`src/rtl/prefix_adder_bk_pipe_pkg.sv`:
```
// Shared carry-tree helpers for the parallel-prefix adder family.
// Cell functions operate on {p, g} pairs with p in bit 1 and g in bit 0.
package prefix_pkg;

    function automatic int bk_levels(input int w);
        return 2 * $clog2(w) - 1;
    endfunction

    // Combine a high group with the adjacent lower group.
    function automatic logic [1:0] black_op(input logic [1:0] hi, input logic [1:0] lo);
        return {hi[1] & lo[1], hi[0] | (hi[1] & lo[0])};
    endfunction

    function automatic logic gray_op(input logic [1:0] hi, input logic [1:0] lo);
        return hi[0] | (hi[1] & lo[0]);
    endfunction

endpackage

```
`src/rtl/prefix_adder_bk_pipe_tree.sv`:
```
// Combinational Brent-Kung prefix network. With SPLIT=1 the down-sweep takes its
// inputs from dn_p/dn_g so a pipeline register can sit between the two sweeps.
module bk_prefix_tree
    import prefix_pkg::*;
#(
    parameter int WIDTH = 32,
    parameter bit SPLIT = 1'b1
) (
    input  logic [WIDTH-1:0] p,
    input  logic [WIDTH-1:0] g,
    output logic [WIDTH-1:0] up_p,
    output logic [WIDTH-1:0] up_g,
    input  logic [WIDTH-1:0] dn_p,
    input  logic [WIDTH-1:0] dn_g,
    output logic [WIDTH-1:0] grp_g
);

    localparam int UP_LEVELS   = $clog2(WIDTH);
    localparam int DOWN_LEVELS = bk_levels(WIDTH) - UP_LEVELS;

    logic [WIDTH-1:0] src_p;
    logic [WIDTH-1:0] src_g;

    assign src_p = SPLIT ? dn_p : up_p;
    assign src_g = SPLIT ? dn_g : up_g;

    // Cells updated at a level never feed another cell of the same level, so in-place update is safe.
    always_comb begin : up_sweep
        logic [WIDTH-1:0] lp;
        logic [WIDTH-1:0] lg;
        lp = p;
        lg = g;
        for (int k = 0; k < UP_LEVELS; k++) begin
            for (int i = 0; i < WIDTH; i++) begin
                int lo;
                lo = (i >= (1 << k)) ? i - (1 << k) : 0;
                if (((i + 1) % (1 << (k + 1))) == 0) begin
                    {lp[i], lg[i]} = black_op({lp[i], lg[i]}, {lp[lo], lg[lo]});
                end
            end
        end
        up_p = lp;
        up_g = lg;
    end

    always_comb begin : down_sweep
        logic [WIDTH-1:0] dg;
        dg = src_g;
        for (int k = DOWN_LEVELS - 1; k >= 0; k--) begin
            for (int i = 0; i < WIDTH; i++) begin
                int lo;
                lo = (i >= (1 << k)) ? i - (1 << k) : 0;
                if ((((i + 1) % (1 << (k + 1))) == (1 << k)) && (i >= (1 << (k + 1)))) begin
                    dg[i] = gray_op({src_p[i], dg[i]}, {1'b0, dg[lo]});
                end
            end
        end
        grp_g = dg;
    end

endmodule

```
`src/rtl/prefix_adder_bk_pipe.sv`:
```
// Three-stage pipelined Brent-Kung adder/subtractor with tag sideband and a
// single global advance: the whole pipe moves together or holds together.
module prefix_adder_bk_pipe
    import prefix_pkg::*;
#(
    parameter int WIDTH = 32,
    parameter int TAG_W = 4
) (
    input  logic             clk_i,
    input  logic             rst_i,
    input  logic             valid_i,
    output logic             ready_o,
    input  logic [WIDTH-1:0] a_i,
    input  logic [WIDTH-1:0] b_i,
    input  logic             carry_i,
    input  logic             sub_i,
    input  logic [TAG_W-1:0] tag_i,
    output logic             valid_o,
    input  logic             ready_i,
    output logic [WIDTH-1:0] sum_o,
    output logic             carry_o,
    output logic             ovf_o,
    output logic [TAG_W-1:0] tag_o
);

    if (WIDTH < 4 || WIDTH > 128 || (WIDTH & (WIDTH - 1)) != 0) begin : g_width_check
        $error("prefix_adder_bk_pipe: WIDTH must be a power of two in 4..128");
    end
    if (TAG_W < 1) begin : g_tag_check
        $error("prefix_adder_bk_pipe: TAG_W must be at least 1");
    end

    logic adv;
    assign adv     = !valid_o | ready_i;
    assign ready_o = adv;

    logic [WIDTH-1:0] bb;
    logic [WIDTH-1:0] pre_p;
    logic [WIDTH-1:0] pre_g;
    logic             cin;

    // Carry-in is folded into bit 0 generate so the tree needs no extra column.
    always_comb begin
        bb       = b_i ^ {WIDTH{sub_i}};
        cin      = sub_i | carry_i;
        pre_p    = a_i ^ bb;
        pre_g    = a_i & bb;
        pre_g[0] = pre_g[0] | (pre_p[0] & cin);
    end

    logic             s1_valid;
    logic [WIDTH-1:0] s1_p;
    logic [WIDTH-1:0] s1_g;
    logic             s1_cin;
    logic             s1_a_msb;
    logic             s1_b_msb;
    logic [TAG_W-1:0] s1_tag;

    always_ff @(posedge clk_i) begin
        if (rst_i) begin
            s1_valid <= 1'b0;
            s1_p     <= '0;
            s1_g     <= '0;
            s1_cin   <= 1'b0;
            s1_a_msb <= 1'b0;
            s1_b_msb <= 1'b0;
            s1_tag   <= '0;
        end else if (adv) begin
            s1_valid <= valid_i;
            s1_p     <= pre_p;
            s1_g     <= pre_g;
            s1_cin   <= cin;
            s1_a_msb <= a_i[WIDTH-1];
            s1_b_msb <= bb[WIDTH-1];
            s1_tag   <= tag_i;
        end
    end

    logic [WIDTH-1:0] up_p;
    logic [WIDTH-1:0] up_g;
    logic [WIDTH-1:0] grp_g;

    logic             s2_valid;
    logic [WIDTH-1:0] s2_p;
    logic [WIDTH-1:0] s2_g;
    logic [WIDTH-1:0] s2_h;
    logic             s2_cin;
    logic             s2_a_msb;
    logic             s2_b_msb;
    logic [TAG_W-1:0] s2_tag;

    bk_prefix_tree #(
        .WIDTH(WIDTH),
        .SPLIT(1'b1)
    ) u_tree (
        .p    (s1_p),
        .g    (s1_g),
        .up_p (up_p),
        .up_g (up_g),
        .dn_p (s2_p),
        .dn_g (s2_g),
        .grp_g(grp_g)
    );

    // The half-sum is the bit-level propagate captured before the up-sweep rewrites it.
    always_ff @(posedge clk_i) begin
        if (rst_i) begin
            s2_valid <= 1'b0;
            s2_p     <= '0;
            s2_g     <= '0;
            s2_h     <= '0;
            s2_cin   <= 1'b0;
            s2_a_msb <= 1'b0;
            s2_b_msb <= 1'b0;
            s2_tag   <= '0;
        end else if (adv) begin
            s2_valid <= s1_valid;
            s2_p     <= up_p;
            s2_g     <= up_g;
            s2_h     <= s1_p;
            s2_cin   <= s1_cin;
            s2_a_msb <= s1_a_msb;
            s2_b_msb <= s1_b_msb;
            s2_tag   <= s1_tag;
        end
    end

    logic [WIDTH-1:0] sum_next;
    logic             carry_next;
    logic             ovf_next;

    always_comb begin
        sum_next   = s2_h ^ {grp_g[WIDTH-2:0], s2_cin};
        carry_next = grp_g[WIDTH-1];
        ovf_next   = (s2_a_msb == s2_b_msb) & (sum_next[WIDTH-1] != s2_a_msb);
    end

    always_ff @(posedge clk_i) begin
        if (rst_i) begin
            valid_o <= 1'b0;
            sum_o   <= '0;
            carry_o <= 1'b0;
            ovf_o   <= 1'b0;
            tag_o   <= '0;
        end else if (adv) begin
            valid_o <= s2_valid;
            sum_o   <= sum_next;
            carry_o <= carry_next;
            ovf_o   <= ovf_next;
            tag_o   <= s2_tag;
        end
    end

endmodule

```
`config.mk`:
```
export PLATFORM = sky130hd
export DESIGN_NAME = prefix_adder_bk_pipe
export DESIGN_NICKNAME = d
export VERILOG_FILES = /design/src/rtl/prefix_adder_bk_pipe_pkg.sv /design/src/rtl/prefix_adder_bk_pipe_tree.sv /design/src/rtl/prefix_adder_bk_pipe.sv
export SDC_FILE = /design/constraint.sdc
export NUM_CORES = 1
export LEC_CHECK = 0
export BUFFER_PORTS_ARGS = -buffer_cell sky130_fd_sc_hd__buf_4
export CORE_ASPECT_RATIO = 0.9
export CORE_MARGIN = 3
export CORE_UTILIZATION = 57
export CTS_CLUSTER_DIAMETER = 150
export CTS_CLUSTER_SIZE = 24
export DETAILED_ROUTE_END_ITERATION = 7
export PLACE_DENSITY = 0.79
export SLEW_MARGIN = 40
export SYNTH_ARGS = -nofsm -noshare
export SYNTH_HDL_FRONTEND = slang
export SYNTH_SLANG_ARGS = --single-unit
```
`constraint.sdc`:
```
create_clock -name clk_i -period 2.4 [get_ports clk_i]
set_input_delay 0.12 -clock clk_i [delete_from_list [all_inputs] [get_ports clk_i]]
set_output_delay 0.12 -clock clk_i [all_outputs]
set_load 0.03 [all_outputs]
```
==> results_dict.tcl, run 1 <==
set metrics [dict create \
    status "complete, no violations" \
    cp_slowest_cell "dfxtp_1" \
    setup_ws_ns 0.525 \
    cp-startpoint "s2_g[15]" \
    clock_latency_ns 0.43 \
    slew_headroom_pct 56.7 \
    io_buffers 113 \
    final-max-slew-violation-count 0 \
    finalSetupViolations 0 \
    grt_usage_pct 22.1 \
    pre_cts_ws_ns 0.532 \
    hold_path_class "primary input to flip-flop" \
    cts.clk_slew.worst_paths_ns 0.07 \
    postSynthAreaPerCell_um2 8.03 \
    p_per_area_nw_per_um2 763 \
    routed_via_density 5.25 \
    dr.pass1.iters 4 \
    area_delta_synth_final_pct 19.9 \
    max_cap_viol_count 0 \
    fin_crit_ns 1.88 \
    grt-ovfl-total 0 \
    synth_area_um2 8080 \
    r2r_end "ovf_o" \
    skew_ns 0.00580 \
    leakagePower_uw 0.00419 \
    cts_tree "done" \
    worstReg2RegStart "s2_g[15]" \
    cts_sinks 194 \
    antenna_found_initial 0 \
    arrival_ns 2.22 \
    gp_congestion 0.789 \
    final_common_cell "nand2_1" \
    cts_max_path_buffers 2 \
    io_pins 114 \
    cpMostUsedCell "a21o_1" \
    post-route-period-util_pct 78.1 \
    wl_per_cell_um 13.3 \
    syn_nets 1128 \
    ctsRootBufferMaster "clkbuf_16" \
    yosysUniqueCellTypes 31 \
    slowest_delay_ns 0.36 \
    antennaDiodeCount 0 \
    drc 0 \
    rows 40 \
    finalHoldViolations 0 \
    rsz0062_at_grt "no" \
    dp_hpwl_mm 10.7 \
    cp_max_fo 5 \
    critPathLaunchType "flip-flop" \
    nets 1207 \
    final_cell_mix "326 x nand2_1, 194 x dfxtp_1, 184 x a21oi_1" \
    die_w_um 132 \
    vdd_ir_drop_max_v 0.000521 \
    ff2ff_setup_slack_ns 0.52 \
    worst_ep_required_time_ns 2.75 \
    syn_inst 1007 \
    cts_inserted_buffers 17 \
    dieArea_um2 15600 \
    dr_total_vias 6763 \
    cts_setup_buffers 0 \
    start_util_pct 59.4 \
    core_region_area_um2 13600 \
    cp_top_family "compound AO/OA/AOI/OAI gates" \
    ys_seq_area_share_pct 48.1 \
    drt-initial-drc-count 588 \
    crit_type "flip-flop to flip-flop" \
    cp_cell_sequence "a21o_1 > a21o_1 > a21o_1 > ha_1 > nor2_1 > xnor2_1 > nand3b_1 > a311oi_1" \
    setup_tns_ns 0 \
    endpoint_kind "flip-flop" \
    worst_slew_pin_slew_ns 0.649 \
    ant_nets 0 \
    reg2regPathDepth 8 \
    ys_ff_latch 194 \
    cts_resized 0 \
    drive_gt1_share_pct 14.3 \
    crit_cells 8 \
    htree_levels 4 \
    grt_max_degree 132 \
    timing.fmax_ghz 0.533 \
    die_h_um 119 \
    grt_pass1_vias 6226 \
    drt_wl_total_mm 17.2 \
    path_buf_inv 0 \
    grt_pass1_wl_mm 28.8 \
    yosys_warnings 0 \
    critPathCapture "ovf_o" \
]
worst min-delay path by stage:
stage                  start        end  cells after the start
global route           rst_i   s2_p[27]                      2
CTS                  b_i[31]   s1_b_msb                      4
detailed placement  tag_i[0]  s1_tag[0]                      3
floorplan            a_i[31]   s1_a_msb                      2
global placement    tag_i[0]  s1_tag[0]                      3
finish                 rst_i   s2_p[27]                      2
power breakdown:
part	switching [uW]	internal [uW]
Sequential	160	3440
Clock	1150	1780
Combinational	474	388
Total	1790	5610
cells in the mapped netlist (all sizes together):
library cell	number	area [um2]
nand2	326	1220
dfxtp	194	3880
a21oi	185	930
ha	47	588
buf	42	213
nor2	42	158
xor2	32	280
clkbuf	27	101
o21ai	22	114
nand3	21	105
a21o	15	113
or3	14	87.6
a211oi	10	75.1
nor3	10	50.1
nand4	3	18.8
xnor2	3	26.3
a221oi	2	23.8
and4	2	18.8
nand3b	2	15.0
nor2b	2	12.5
a311oi	1	8.76
inv	1	3.75
mux2i	1	10.0
nand2b	1	6.26
o22ai	1	6.26
or4b	1	10.0
timing repair:
action / in CTS / in global routing
endpoints found under the hold margin: 7 / 0
hold buffers: 7 / 0
setup endpoints to repair: 0 / 0
kinds of logic after synthesis:
group	share of synthesized area, %
AO/OA/AOI/OAI	15.7
XOR/XNOR	3.79
adder cells (fa/ha/maj)	7.28
buffers and inverters	3.93
flip-flops	48.1
multiplexers	0.124
AND/OR/NAND/NOR	21.1
per-layer routing:
layer	part of all wire, %	track usage [%]	vias up
met5	0	0	-
met2	48	34.6	129
met3	3.9	5.28	21
met1	47	30.1	3097
met4	1.3	7.61	0
li1	-	-	3516
metrics by stage:
step / instance area, um2 / hold WS (ns) / std cells / power, uW / util [%]
floorplan: 8080 / 0.260 / 1007 / 4190 / -
global placement: 8970 / 0.380 / 1248 / 4490 / 65.9
detailed placement: 8970 / 0.388 / 1248 / 4510 / 65.9
CTS: 9660 / 0.0215 / 1287 / 7450 / 71.0
global route: 9690 / 0.0152 / 1288 / 7730 / 71.2
finish: 9690 / 0.00193 / 1288 / 7400 / 71.2
sequential cells by signal, summed over array words and instances, names as in the netlist:
register  count
s1_g         32
s1_p         32
s2_g         32
sum_o        32
s2_p         26
s2_h         17
s1_tag        4
s2_tag        4
tag_o         4
carry_o       1
ovf_o         1
s1_a_msb      1
s1_b_msb      1
s1_cin        1
s1_valid      1
s2_a_msb      1
s2_b_msb      1
s2_cin        1
s2_valid      1
valid_o       1
layout make-up:
cell class                      instances  area [um2]
Fill cell                            1127        3920
Multi-Input combinational cell        743        3890
Sequential cell                       194        3880
Timing Repair Buffer                  129        1050
Clock buffer                           25         505
Tap cell                              189         236
Clock inverter                          7         121
Inverter                                1        8.76
(Power assumes the default switching activity.)
==> inputs of run 2 (changes only) <==
CORE_UTILIZATION = 52   (was 57)
PLACE_DENSITY = 0.76   (was 0.79)
clock period = 1.6 ns   (was 2.4 ns; I/O delays follow)
==> run 2 against run 1 <==
  * The flow now finishes with violations (setup timing)
  * Combinational power grew 60%
  * Largest power group unchanged
  * Worst setup slack lost 0.64 ns
  * Critical path depth is the same
  * Critical endpoint unchanged
  * Sequential power grew 50%
  * Sequential cell count is the same
  * Via count grew 0.75%
  * Utilization shrank 4.6 points
==> results_dict.tcl, run 2 (synthesis results as in run 1) <==
set metrics [dict create \
    status "complete, but fails checks" \
    violations "setup timing" \
    area_delta_synth_final_pct 23.3 \
    start_util_pct 54.0 \
    cts_max_path_buffers 2 \
    critPathLaunchType "flip-flop" \
    fin_util_pct 66.6 \
    max_cap_viol_count 0 \
    routed_via_density 5.18 \
    timing.fmax_ghz 0.584 \
    fin_crit_ns 1.71 \
    worst_slew_pin_slew_ns 0.538 \
    core_region_area_um2 15000 \
    final_cell_mix "325 x nand2_1, 193 x dfxtp_1, 180 x a21oi_1" \
    ant_nets 0 \
    p_per_area_nw_per_um2 1100 \
    gp_congestion 0.779 \
    clock_latency_ns 0.43 \
    antenna_found_initial 0 \
    crit_type "flip-flop to flip-flop" \
    hold_path_class "primary input to flip-flop" \
    htree_levels 4 \
    dieArea_um2 17100 \
    cp_max_fo 3 \
    cts_tree "done" \
    grt-ovfl-total 0 \
    wl_per_cell_um 13.5 \
    die_w_um 137 \
    die_h_um 124 \
    leakagePower_uw 0.00431 \
    cts_sinks 194 \
    cts.clk_slew.worst_paths_ns 0.07 \
    dpl_cell_area_um2 9130 \
    dr_total_vias 6814 \
    setup_ws_ns -0.112 \
    finalSetupViolations 5 \
    final-max-slew-violation-count 0 \
    vdd_ir_drop_max_v 0.000811 \
    drt_wl_total_mm 17.7 \
    io_buffers 113 \
    drive_gt1_share_pct 17.5 \
    rows 42 \
    final_common_cell "nand2_1" \
    io_pins 114 \
    slew_headroom_pct 64.1 \
    rsz0062_at_grt "yes" \
    grt_pass1_vias 6141 \
    grt_pass1_wl_mm 28.7 \
    endpoint_kind "flip-flop" \
    drt-initial-drc-count 462 \
    arrival_ns 2.06 \
    grt_max_degree 110 \
    finalHoldViolations 0 \
    final_cell_area_um2 9970 \
    skew_ns 0.00669 \
    worst_ep_required_time_ns 1.94 \
    nets 1226 \
    post-route-period-util_pct 107 \
    drc 0 \
    pre_cts_ws_ns -0.114 \
    ctsRootBufferMaster "clkbuf_16" \
    antennaDiodeCount 0 \
    cts_inserted_buffers 17 \
    grt_usage_pct 20.2 \
    dr.pass1.iters 4 \
    dp_hpwl_mm 11.0 \
]
## run 2: where the power goes
group	switching, uW	total [uW]	internal (uW)
sequential	233	5390	5160
combinational	743	1380	638
clock	1830	4160	2330
## run 2: critical path: stages (launching register included)
cell	delay, ns
dfxtp_2	0.32
a21o_1	0.20
a21o_1	0.18
a21o_1	0.16
ha_2	0.18
nor2_4	0.10
xnor2_2	0.09
nand3b_1	0.18
a311oi_2	0.23
## run 2: worst paths after layout
path	from	end	slack, ns	cells past startpoint
worst max-delay path	s2_g[15]	ovf_o	-0.11	8
worst min-delay path	sub_i	s1_cin	0.03	3
worst max register to register	s2_g[15]	ovf_o	-0.11	8
worst min register to register	s1_g[23]	s1_g[23]	0.45	2
## run 2: cell type report
cell class | count | area (um2)
multi-input combinational | 743 | 3980
clock buffer | 18 | 439
tap | 198 | 248
fill | 1248 | 5010
clock inverter | 14 | 139
inverter | 1 | 8.76
timing repair buffer | 148 | 1270
sequential | 194 | 3880
## run 2: per-stage QoR
stage	setup TNS (ns)	std cells	total power (uW)	hold slack (ns)
floorplan	-0.0425	1007	6290	0.220
global placement	-0.0856	1268	6770	0.342
detailed placement	-0.114	1268	6800	0.344
CTS	-0.141	1311	11000	0.00650
global route	-0.848	1316	11400	0.0375
finish	-0.373	1316	10900	0.0295
## run 2: routing by layer
layer	routed length, um	part of all wire [%]	track usage, %	up-vias
met1	8580	48	28.1	3131
met4	195	1.1	5.75	0
li1	-	-	-	3553
met5	0	0	0	-
met3	681	3.8	4.89	17
met2	8280	47	31.1	113
## run 2: repair_timing
item / CTS / global route
endpoints found under the hold margin: 10 / 0
endpoints found under the setup margin: 3 / 7
setup buffers: 2 / 4
gates resized for setup: 6 / 17
hold buffers: 9 / 0
pin swaps: 4 / 7
cloned: 0 / 1
